**config.mk**
```make
export PLATFORM = sky130hd
export DESIGN_NAME = uart_rx
export DESIGN_NICKNAME = d
export VERILOG_FILES = /design/src/rtl/uart_pkg.sv /design/src/rtl/sync_2ff.sv /design/src/rtl/uart_rx.sv
export SDC_FILE = /design/constraint.sdc
export NUM_CORES = 1
export LEC_CHECK = 0
export ABC_CLOCK_PERIOD_IN_PS = 4260
export CORE_ASPECT_RATIO = 0.6
export CORE_MARGIN = 1
export CORE_UTILIZATION = 60
export DETAILED_ROUTE_END_ITERATION = 12
export MAX_ROUTING_LAYER = met4
export PLACE_DENSITY_LB_ADDON = 0.12
export SYNTH_ARGS = -nofsm -noshare
export SYNTH_HDL_FRONTEND = slang
export SYNTH_SLANG_ARGS = --single-unit
```
**constraint.sdc**
```tcl
create_clock -name i_clk -period 4.26 [get_ports i_clk]
set_input_delay 0.852 -clock i_clk [delete_from_list [all_inputs] [get_ports i_clk]]
set_output_delay 0.852 -clock i_clk [all_outputs]
set_load 0.02 [all_outputs]
```
**src/rtl/uart_pkg.sv**
```systemverilog
// Shared types and width helpers for the UART receive path.
package uart_pkg;

    typedef enum logic [2:0] {
        IDLE,
        START,
        DATA,
        STOP,
        WAIT_IDLE
    } state_t;

    function automatic int cnt_width(input int half_period);
        return $clog2(2 * half_period + 1);
    endfunction

    function automatic int idx_width(input int data_bits, input int stop_bits);
        return $clog2(((data_bits > stop_bits) ? data_bits : stop_bits) + 1);
    endfunction

endpackage

```
**src/rtl/sync_2ff.sv**
```systemverilog
// Two-flop synchronizer for a single asynchronous input bit.
module sync_2ff #(
    parameter logic p_RESET_VAL = 1'b1
) (
    input  logic i_clk,
    input  logic i_rst_n,
    input  logic i_d,
    output logic o_q
);

    logic meta_q, meta_d;
    logic sync_q, sync_d;

    always_comb begin
        meta_d = i_d;
        sync_d = meta_q;
    end

    always_ff @(posedge i_clk) begin
        if (!i_rst_n) begin
            meta_q <= p_RESET_VAL;
            sync_q <= p_RESET_VAL;
        end else begin
            meta_q <= meta_d;
            sync_q <= sync_d;
        end
    end

    assign o_q = sync_q;

endmodule

```
**src/rtl/uart_rx.sv**
```systemverilog
// UART receiver: 1 start bit, LSB-first data, configurable stop bits, no parity.
module uart_rx
    import uart_pkg::*;
#(
    parameter int p_BITSLOT_HALF_PERIOD = 434,
    parameter int p_DATA_BITS           = 8,
    parameter int p_STOP_BITS           = 1
) (
    input  logic                   i_clk,
    input  logic                   i_rst_n,
    input  logic                   i_rx,
    output logic [p_DATA_BITS-1:0] o_data,
    output logic                   o_data_ready
);

    localparam int CW = cnt_width(p_BITSLOT_HALF_PERIOD);
    localparam int IW = idx_width(p_DATA_BITS, p_STOP_BITS);

    // Counters count down to zero, so each load is one less than the slot length.
    localparam logic [CW-1:0] HALF_M1   = CW'(p_BITSLOT_HALF_PERIOD - 1);
    localparam logic [CW-1:0] FULL_M1   = CW'(2 * p_BITSLOT_HALF_PERIOD - 1);
    localparam logic [IW-1:0] LAST_DATA = IW'(p_DATA_BITS - 1);
    localparam logic [IW-1:0] LAST_STOP = IW'(p_STOP_BITS - 1);

    logic rx_s;

    sync_2ff #(.p_RESET_VAL(1'b1)) u_sync (
        .i_clk   (i_clk),
        .i_rst_n (i_rst_n),
        .i_d     (i_rx),
        .o_q     (rx_s)
    );

    state_t                 state_q, state_d;
    logic [CW-1:0]          cnt_q, cnt_d;
    logic [IW-1:0]          idx_q, idx_d;
    logic [p_DATA_BITS-1:0] shift_q, shift_d;
    logic [p_DATA_BITS-1:0] data_q, data_d;
    logic                   ready_q, ready_d;
    logic [p_DATA_BITS-1:0] shift_in;
    logic                   sample;

    // New bits enter at the MSB so the first received bit ends up at bit 0.
    generate
        if (p_DATA_BITS == 1) begin : g_shift_one
            assign shift_in = rx_s;
        end else begin : g_shift_many
            assign shift_in = {rx_s, shift_q[p_DATA_BITS-1:1]};
        end
    endgenerate

    assign sample = (cnt_q == '0);

    always_comb begin
        state_d = state_q;
        cnt_d   = cnt_q;
        idx_d   = idx_q;
        shift_d = shift_q;
        data_d  = data_q;
        ready_d = 1'b0;

        case (state_q)
            IDLE: begin
                if (!rx_s) begin
                    state_d = START;
                    cnt_d   = HALF_M1;
                end
            end
            START: begin
                if (!sample) begin
                    cnt_d = cnt_q - CW'(1);
                end else if (!rx_s) begin
                    state_d = DATA;
                    idx_d   = '0;
                    cnt_d   = FULL_M1;
                end else begin
                    state_d = IDLE;
                end
            end
            DATA: begin
                if (!sample) begin
                    cnt_d = cnt_q - CW'(1);
                end else begin
                    shift_d = shift_in;
                    cnt_d   = FULL_M1;
                    if (idx_q == LAST_DATA) begin
                        state_d = STOP;
                        idx_d   = '0;
                    end else begin
                        idx_d = idx_q + IW'(1);
                    end
                end
            end
            STOP: begin
                if (!sample) begin
                    cnt_d = cnt_q - CW'(1);
                end else if (!rx_s) begin
                    state_d = WAIT_IDLE;
                end else if (idx_q == LAST_STOP) begin
                    data_d  = shift_q;
                    ready_d = 1'b1;
                    state_d = IDLE;
                end else begin
                    idx_d = idx_q + IW'(1);
                    cnt_d = FULL_M1;
                end
            end
            WAIT_IDLE: begin
                // Hold off until the line returns high so a break never frames.
                if (rx_s) begin
                    state_d = IDLE;
                end
            end
            default: state_d = IDLE;
        endcase
    end

    always_ff @(posedge i_clk) begin
        if (!i_rst_n) begin
            state_q <= IDLE;
            cnt_q   <= '0;
            idx_q   <= '0;
            shift_q <= '0;
            data_q  <= '0;
            ready_q <= 1'b0;
        end else begin
            state_q <= state_d;
            cnt_q   <= cnt_d;
            idx_q   <= idx_d;
            shift_q <= shift_d;
            data_q  <= data_d;
            ready_q <= ready_d;
        end
    end

    assign o_data       = data_q;
    assign o_data_ready = ready_q;

endmodule

```
==> results of run 1 <==
## cell usage after synthesis (all sizes together), types with 2 or more instances
| cell type | number | area [um2] |
|---|---|---|
| dfxtp | 36 | 721 |
| a21oi | 21 | 105 |
| nand2 | 21 | 78.8 |
| nor2 | 18 | 70.1 |
| nand3 | 11 | 60.1 |
| mux2i | 9 | 90.1 |
| buf | 7 | 56.3 |
| inv | 7 | 26.3 |
| nor3 | 6 | 41.3 |
| clkbuf | 4 | 15.0 |
| nand2b | 4 | 25.0 |
| o21a | 4 | 30.0 |
| o21ai | 4 | 20.0 |
| ha | 3 | 37.5 |
| nor4 | 3 | 33.8 |
| o31ai | 3 | 22.5 |
| or3 | 3 | 18.8 |
| a211oi | 2 | 15.0 |
| a21o | 2 | 15.0 |
| a31oi | 2 | 12.5 |
| and3 | 2 | 13.8 |
| nand3b | 2 | 15.0 |
| nor3b | 2 | 20.0 |
| or3b | 2 | 17.5 |
| or4 | 2 | 18.8 |
## critical path: stages
cell	delay [ns]
clkdlybuf4s50_1	0.58
inv_1	0.81
nor4b_2	0.11
a31o_1	0.21
## cell type report
cell class,instances,area share (%)
multi-input cells,141,47.6
flip-flops and latches,36,38.2
repair buffers,11,5.83
clock buffers,6,4.37
well taps,32,2.12
inverters,7,1.39
clock inverters,2,0.530
## logic make-up after synthesis
logic type      share of synthesized area [%]
flops                                    42.0
compound gates                           18.3
simple gates                             26.1
xor+xnor                                0.510
buf+inv                                  5.68
mux                                      5.25
fa+ha+maj                                2.19
## registers in the layout, summed over array words and instances (netlist names)
register,cells
cnt_q,10
o_data,8
shift_q,8
idx_q,4
state_q,3
o_data_ready,1
u_sync.meta_q,1
u_sync.o_q,1
## worst max path at each step
stage | end | slack, ns
2_1_floorplan | o_data[0]$_SDFFE_PN0P_ | 2.37
3_3_place_gp | idx_q[3]$_SDFFE_PN0P_ | 1.68
3_5_place_dp | idx_q[3]$_SDFFE_PN0P_ | 1.61
4_1_cts | idx_q[3]$_SDFFE_PN0P_ | 1.91
5_1_grt | idx_q[3]$_SDFFE_PN0P_ | 1.81
6_report | idx_q[3]$_SDFFE_PN0P_ | 1.87
## metal layers
metal | routed length [um] | vias to the layer above | GRT usage (%) | part of all wire, %
li1 | - | 707 | - | -
met5 | 0 | - | - | 0
met3 | 232 | 7 | 6.98 | 6.6
met4 | 48 | 0 | 11.6 | 1.4
met1 | 1670 | 688 | 34.8 | 48
met2 | 1560 | 51 | 41.9 | 44
## where the power goes
group	leakage, nW	total, W	internal (W)	switching (W)
clock network	0.0510	0.000248	0.000129	0.000120
logic	0.387	0.000159	0.0000543	0.000105
registers	0.292	0.000373	0.000351	0.0000218
## through the flow
stage	utilization (%)	cell area [um2]	total power, W	setup WS, ns
after global routing	72.3	1890	0.000816	1.81
after CTS	72.3	1890	0.000780	1.91
after detailed placement	68.8	1800	0.000532	1.61
after floorplan	-	1720	0.000510	2.37
after global placement	68.8	1800	0.000527	1.68
final	72.3	1890	0.000780	1.87
==> run_results.csv, run 1 <==
group,metric,value,unit
run_status,outcome,"finished, violations left",
run_status,violations,"DRC",
timing,fin_hold_ws,0.442,ns
finish,fill_cells,193,
timing,rsz0062_at_grt,"no",
setup_path,rr_startpoint,"cnt_q[0]$_SDFFE_PN0P_",
timing,finalHoldViolCount,0,
synthesis,synthDistinctLibCells,49,
timing,layout_worst_path_cycle_share,56.0,%
finish,final_cell_mix,"36 x dfxtp_1, 21 x nand2_1, 21 x a21oi_1, 17 x nor2_1, 11 x clkdlybuf4s50_1",
placement,dp_cells,227,
die,dieArea,3090,um2
power_and_ir_drop,powerDensity,413,nW/um2
finish,multi_input_area,898,um2
clocking,clk_pin_slew_worst_paths,0.07,ns
route,first_pass_iters,8,
clocking,post_cts_resize_count,0,
setup_path,worst-r2r-setup-slack,1.98,ns
clocking,numCtsBuffers,5,
global_route,grt_pass1_vias,1357,
clocking,cts_sinks,36,
die,ios,12,
finish,syn_to_final_growth,9.99,%
min_path,hold_class,"reg2reg",
route,drt_iter0_drc,143,
timing,tns,0,ns
clocking,cts_tree,"done",
clocking,h-tree-depth,2,
die,core,2610,um2
finish,seqCellArea,721,um2
setup_path,end_kind,"flop",
power_and_ir_drop,p_leak,0.729,nW
die,die_h,43.4,um
global_route,antenna_found_initial,0,
placement,place.port_buffers,11,
die,start_util,65.8,%
min_path,hp-start,"u_sync.meta_q$_SDFF_PN1_",
finish,final_common_cell,"dfxtp_1",
route,avgRoutedWirePerCell,14.9,um
finish,drive_gt1_share,9.85,%
route,vias,1453,
setup_path,path_max_fanout,31,
setup_path,worstPathRequired,4.45,ns
route,via_per_inst,6.18,
finish,finalNetCount,208,
placement,hpwl,2320,um
timing,clock.fmax,419,MHz
die,fp-row-count,14,
synthesis,yosys_warnings,0,
timing,relSlewSlack,33.0,%
timing,slew_viol_final,0,
job,drv_cap,0,
synthesis,syn_nets,201,
synthesis,syn_area_per_cell,8.80,um2
min_path,hold_end,"u_sync.o_q$_SDFF_PN1_",
setup_path,cp-start-kind,"input pin",
synthesis,syn_area,1720,um2
placement,place_congestion,0.901,
global_route,grt.total_usage,27.3,%
setup_path,arrival,2.57,ns
route,ant_nets,0,
route,drt_wl_total,3510,um
synthesis,synth-main-ff-cell,"dfxtp_1",
route,drc,2,
timing,finClkSkew,0.00706,ns
global_route,overflow,0,
clocking,cts_root_buffer,"clkbuf_8",
timing,setup_violations,0,
timing,worstMarginPinSlew,1.00,ns
setup_path,r2r_end,"cnt_q[8]$_SDFFE_PN0P_",
clocking,cts_setup_buffers,0,
finish,diodes,0,
synthesis,postSynthCellCount,195,
setup_path,rr_worst_depth,7,
min_path,hold_depth,1,
power_and_ir_drop,ir_drop,0.227,mV
finish,final_cells,235,
clocking,clkLatencyLatePin,0.29,ns
setup_path,critPathKind,"in2reg",
global_route,grt_pass1_wl,6280,um
synthesis,synth_seq_area_share,42.0,%
setup_path,crit_start,"i_rst_n",
synthesis,synth-edff-count,0,
clocking,cts_hold_buf,0,
clocking,clock_path_buffers,2,
synthesis,async_reset_ff_share,0,%
die,die-width,71.1,um
timing,period_minus_slack,2.39,ns
synthesis,synth_seq_cells,36,
global_route,grt_max_degree,32,
No activity file was read; power rests on OpenSTA's default activity.
==> run 2: changes to the inputs <==
--- a/config.mk
+++ b/config.mk
@@ -5,10 +5,10 @@
 export SDC_FILE = /design/constraint.sdc
 export NUM_CORES = 1
 export LEC_CHECK = 0
-export ABC_CLOCK_PERIOD_IN_PS = 4260
+export ABC_CLOCK_PERIOD_IN_PS = 2300
 export CORE_ASPECT_RATIO = 0.6
 export CORE_MARGIN = 1
-export CORE_UTILIZATION = 60
+export CORE_UTILIZATION = 57
 export DETAILED_ROUTE_END_ITERATION = 12
 export MAX_ROUTING_LAYER = met4
 export PLACE_DENSITY_LB_ADDON = 0.12
==> constraint.sdc (replaced) <==
create_clock -name i_clk -period 2.3 [get_ports i_clk]
set_input_delay 0.46 -clock i_clk [delete_from_list [all_inputs] [get_ports i_clk]]
set_output_delay 0.46 -clock i_clk [all_outputs]
set_load 0.02 [all_outputs]
==> run_results.csv, run 2 (synthesis results as in run 1) <==
group,metric,value,unit
run_status,outcome,"completed",
finish,final_common_cell,"dfxtp_1",
finish,diodes,0,
power_and_ir_drop,pwr-share-comb,21.5,%
clocking,clkLatencyLatePin,0.30,ns
route,drt_wl_total,3820,um
global_route,grt_pass1_vias,1363,
power_and_ir_drop,pwr-share-clk,32.8,%
finish,final_cell_mix,"36 x dfxtp_1, 21 x nand2_1, 21 x a21oi_1, 17 x nor2_1, 11 x clkdlybuf4s50_1",
clocking,numCtsBuffers,5,
placement,dp_cells,241,
setup_path,cp-start-kind,"flop",
job,drv_cap,0,
setup_path,crit_start,"idx_q[0]$_SDFFE_PN0P_",
route,ant_nets,0,
finish,largest-register,"cnt_q",
timing,finalHoldViolCount,0,
finish,drive_gt1_share,12.0,%
die,die_h,44.5,um
global_route,grtUsageMet1,33.4,%
die,core,2680,um2
setup_path,worstPathRequired,2.48,ns
clocking,clock_path_buffers,2,
clocking,cts_hold_buf,0,
route,avgRoutedWirePerCell,15.4,um
clocking,cts_sinks,36,
die,die-width,72.8,um
timing,clock.fmax,461,MHz
global_route,overflow,0,
die,start_util,64.1,%
finish,syn_to_final_growth,13.4,%
global_route,grt.total_usage,27.1,%
global_route,grt.busiest_layer,"met2",
setup_path,r2r_end,"cnt_q[2]$_SDFFE_PN0P_",
min_path,hold_class,"reg2reg",
setup_path,end_kind,"flop",
timing,finClkSkew,0.00643,ns
route,first_pass_iters,6,
clocking,h-tree-depth,2,
timing,tns,0,ns
die,fp-row-count,14,
timing,layout_worst_path_cycle_share,94.4,%
setup_path,critPathKind,"reg2reg",
global_route,grt_pass1_wl,6150,um
power_and_ir_drop,swShare,31.7,%
min_path,hp-start,"u_sync.meta_q$_SDFF_PN1_",
clocking,post_cts_resize_count,0,
timing,slew_viol_final,0,
placement,hpwl,2680,um
global_route,grt_max_degree,14,
timing,period_minus_slack,2.17,ns
power_and_ir_drop,p_leak,0.758,nW
global_route,antenna_found_initial,0,
die,dieArea,3240,um2
timing,rsz0062_at_grt,"no",
setup_path,path_cells,"inv_1 -> ha_1 -> or3b_2 -> o32ai_1 -> a21o_1 -> nor2_1 -> a211oi_1",
clocking,clk_pin_slew_worst_paths,0.07,ns
power_and_ir_drop,p_int,0.00103,W
finish,final_cells,248,
global_route,use_met3,9.79,%
setup_path,worst-r2r-setup-slack,0.13,ns
power_and_ir_drop,total_power,0.00152,W
clocking,cts_setup_buffers,0,
route,drc,0,
setup_path,rr_startpoint,"idx_q[0]$_SDFFE_PN0P_",
setup_path,rr_worst_depth,7,
setup_path,crit_path_top_delay_cell,"or3b_2",
route,drt_iter0_drc,129,
power_and_ir_drop,sequentialPowerShare,45.7,%
global_route,use_met2,40.4,%
route,via_per_inst,6.04,
setup_path,path_max_fanout,8,
die,ios,12,
power_and_ir_drop,ir_drop,0.538,mV
power_and_ir_drop,power.switching,0.000481,W
setup_path,critPathMaxStageDelay,0.48,ns
timing,setup_violations,0,
route,vias,1498,
placement,place.port_buffers,11,
clocking,cts_root_buffer,"clkbuf_8",
power_and_ir_drop,powerDensity,778,nW/um2
setup_path,critPathCapture,"cnt_q[2]$_SDFFE_PN0P_",
timing,worstMarginPinSlew,0.605,ns
clocking,cts_tree,"done",
setup_path,arrival,2.36,ns
finish,largest_reg_flops,10,
placement,place_congestion,0.869,
timing,relSlewSlack,59.4,%
finish,finalNetCount,214,
==> run 2: critical path, delay by kind of cell, from the launching register on <==
kind                     cells  cell delay [ns]
adder cells (fa/ha/maj)      1             0.13
AND/OR/NAND/NOR              2             0.57
buffers and inverters        1             0.09
AO/OA/AOI/OAI                3             0.92
flip-flops                   1             0.35
==> run 2: layout make-up <==
type | instances | area, um2
Inverter | 7 | 26.3
Clock buffer | 7 | 96.3
Sequential cell | 36 | 721
Multi-Input combinational cell | 141 | 898
Tap cell | 40 | 50.0
Timing Repair Buffer | 17 | 155
Fill cell | 192 | 733
==> run 2: power by group through the flow <==
stage	clock [W]	combinational (W)	sequential, W
after floorplan	0	0.000252	0.000693
after global placement	0	0.000292	0.000700
after detailed placement	0	0.000310	0.000705
after CTS	0.000499	0.000316	0.000690
after global routing	0.000533	0.000346	0.000694
final	0.000497	0.000326	0.000692
==> run 2: per-stage QoR <==
step / hold WS [ns] / instance area (um2) / setup slack [ns] / utilization [%]
after floorplan: 0.386 / 1720 / 0.407 / -
after global placement: 0.396 / 1850 / 0.328 / 69.0
after detailed placement: 0.404 / 1850 / 0.230 / 69.0
after CTS: 0.421 / 1950 / 0.168 / 72.6
after global routing: 0.429 / 1950 / 0.00910 / 72.6
final: 0.416 / 1950 / 0.129 / 72.6
==> run 2: how the worst min path moves through the flow <==
stage	endpoint	slack, ns	cells after the start
3_5_place_dp	u_sync.o_q$_SDFF_PN1_	0.40	1
4_1_cts	u_sync.o_q$_SDFF_PN1_	0.42	1
6_report	u_sync.o_q$_SDFF_PN1_	0.42	1
2_1_floorplan	u_sync.o_q$_SDFF_PN1_	0.39	1
3_3_place_gp	u_sync.o_q$_SDFF_PN1_	0.40	1
5_1_grt	u_sync.o_q$_SDFF_PN1_	0.43	1
==> run 2: per-layer routing <==
layer,vias to the layer above,routed length [um]
li1,723,-
met1,681,1790
met2,80,1590
met3,14,335
met4,0,93
met5,-,0
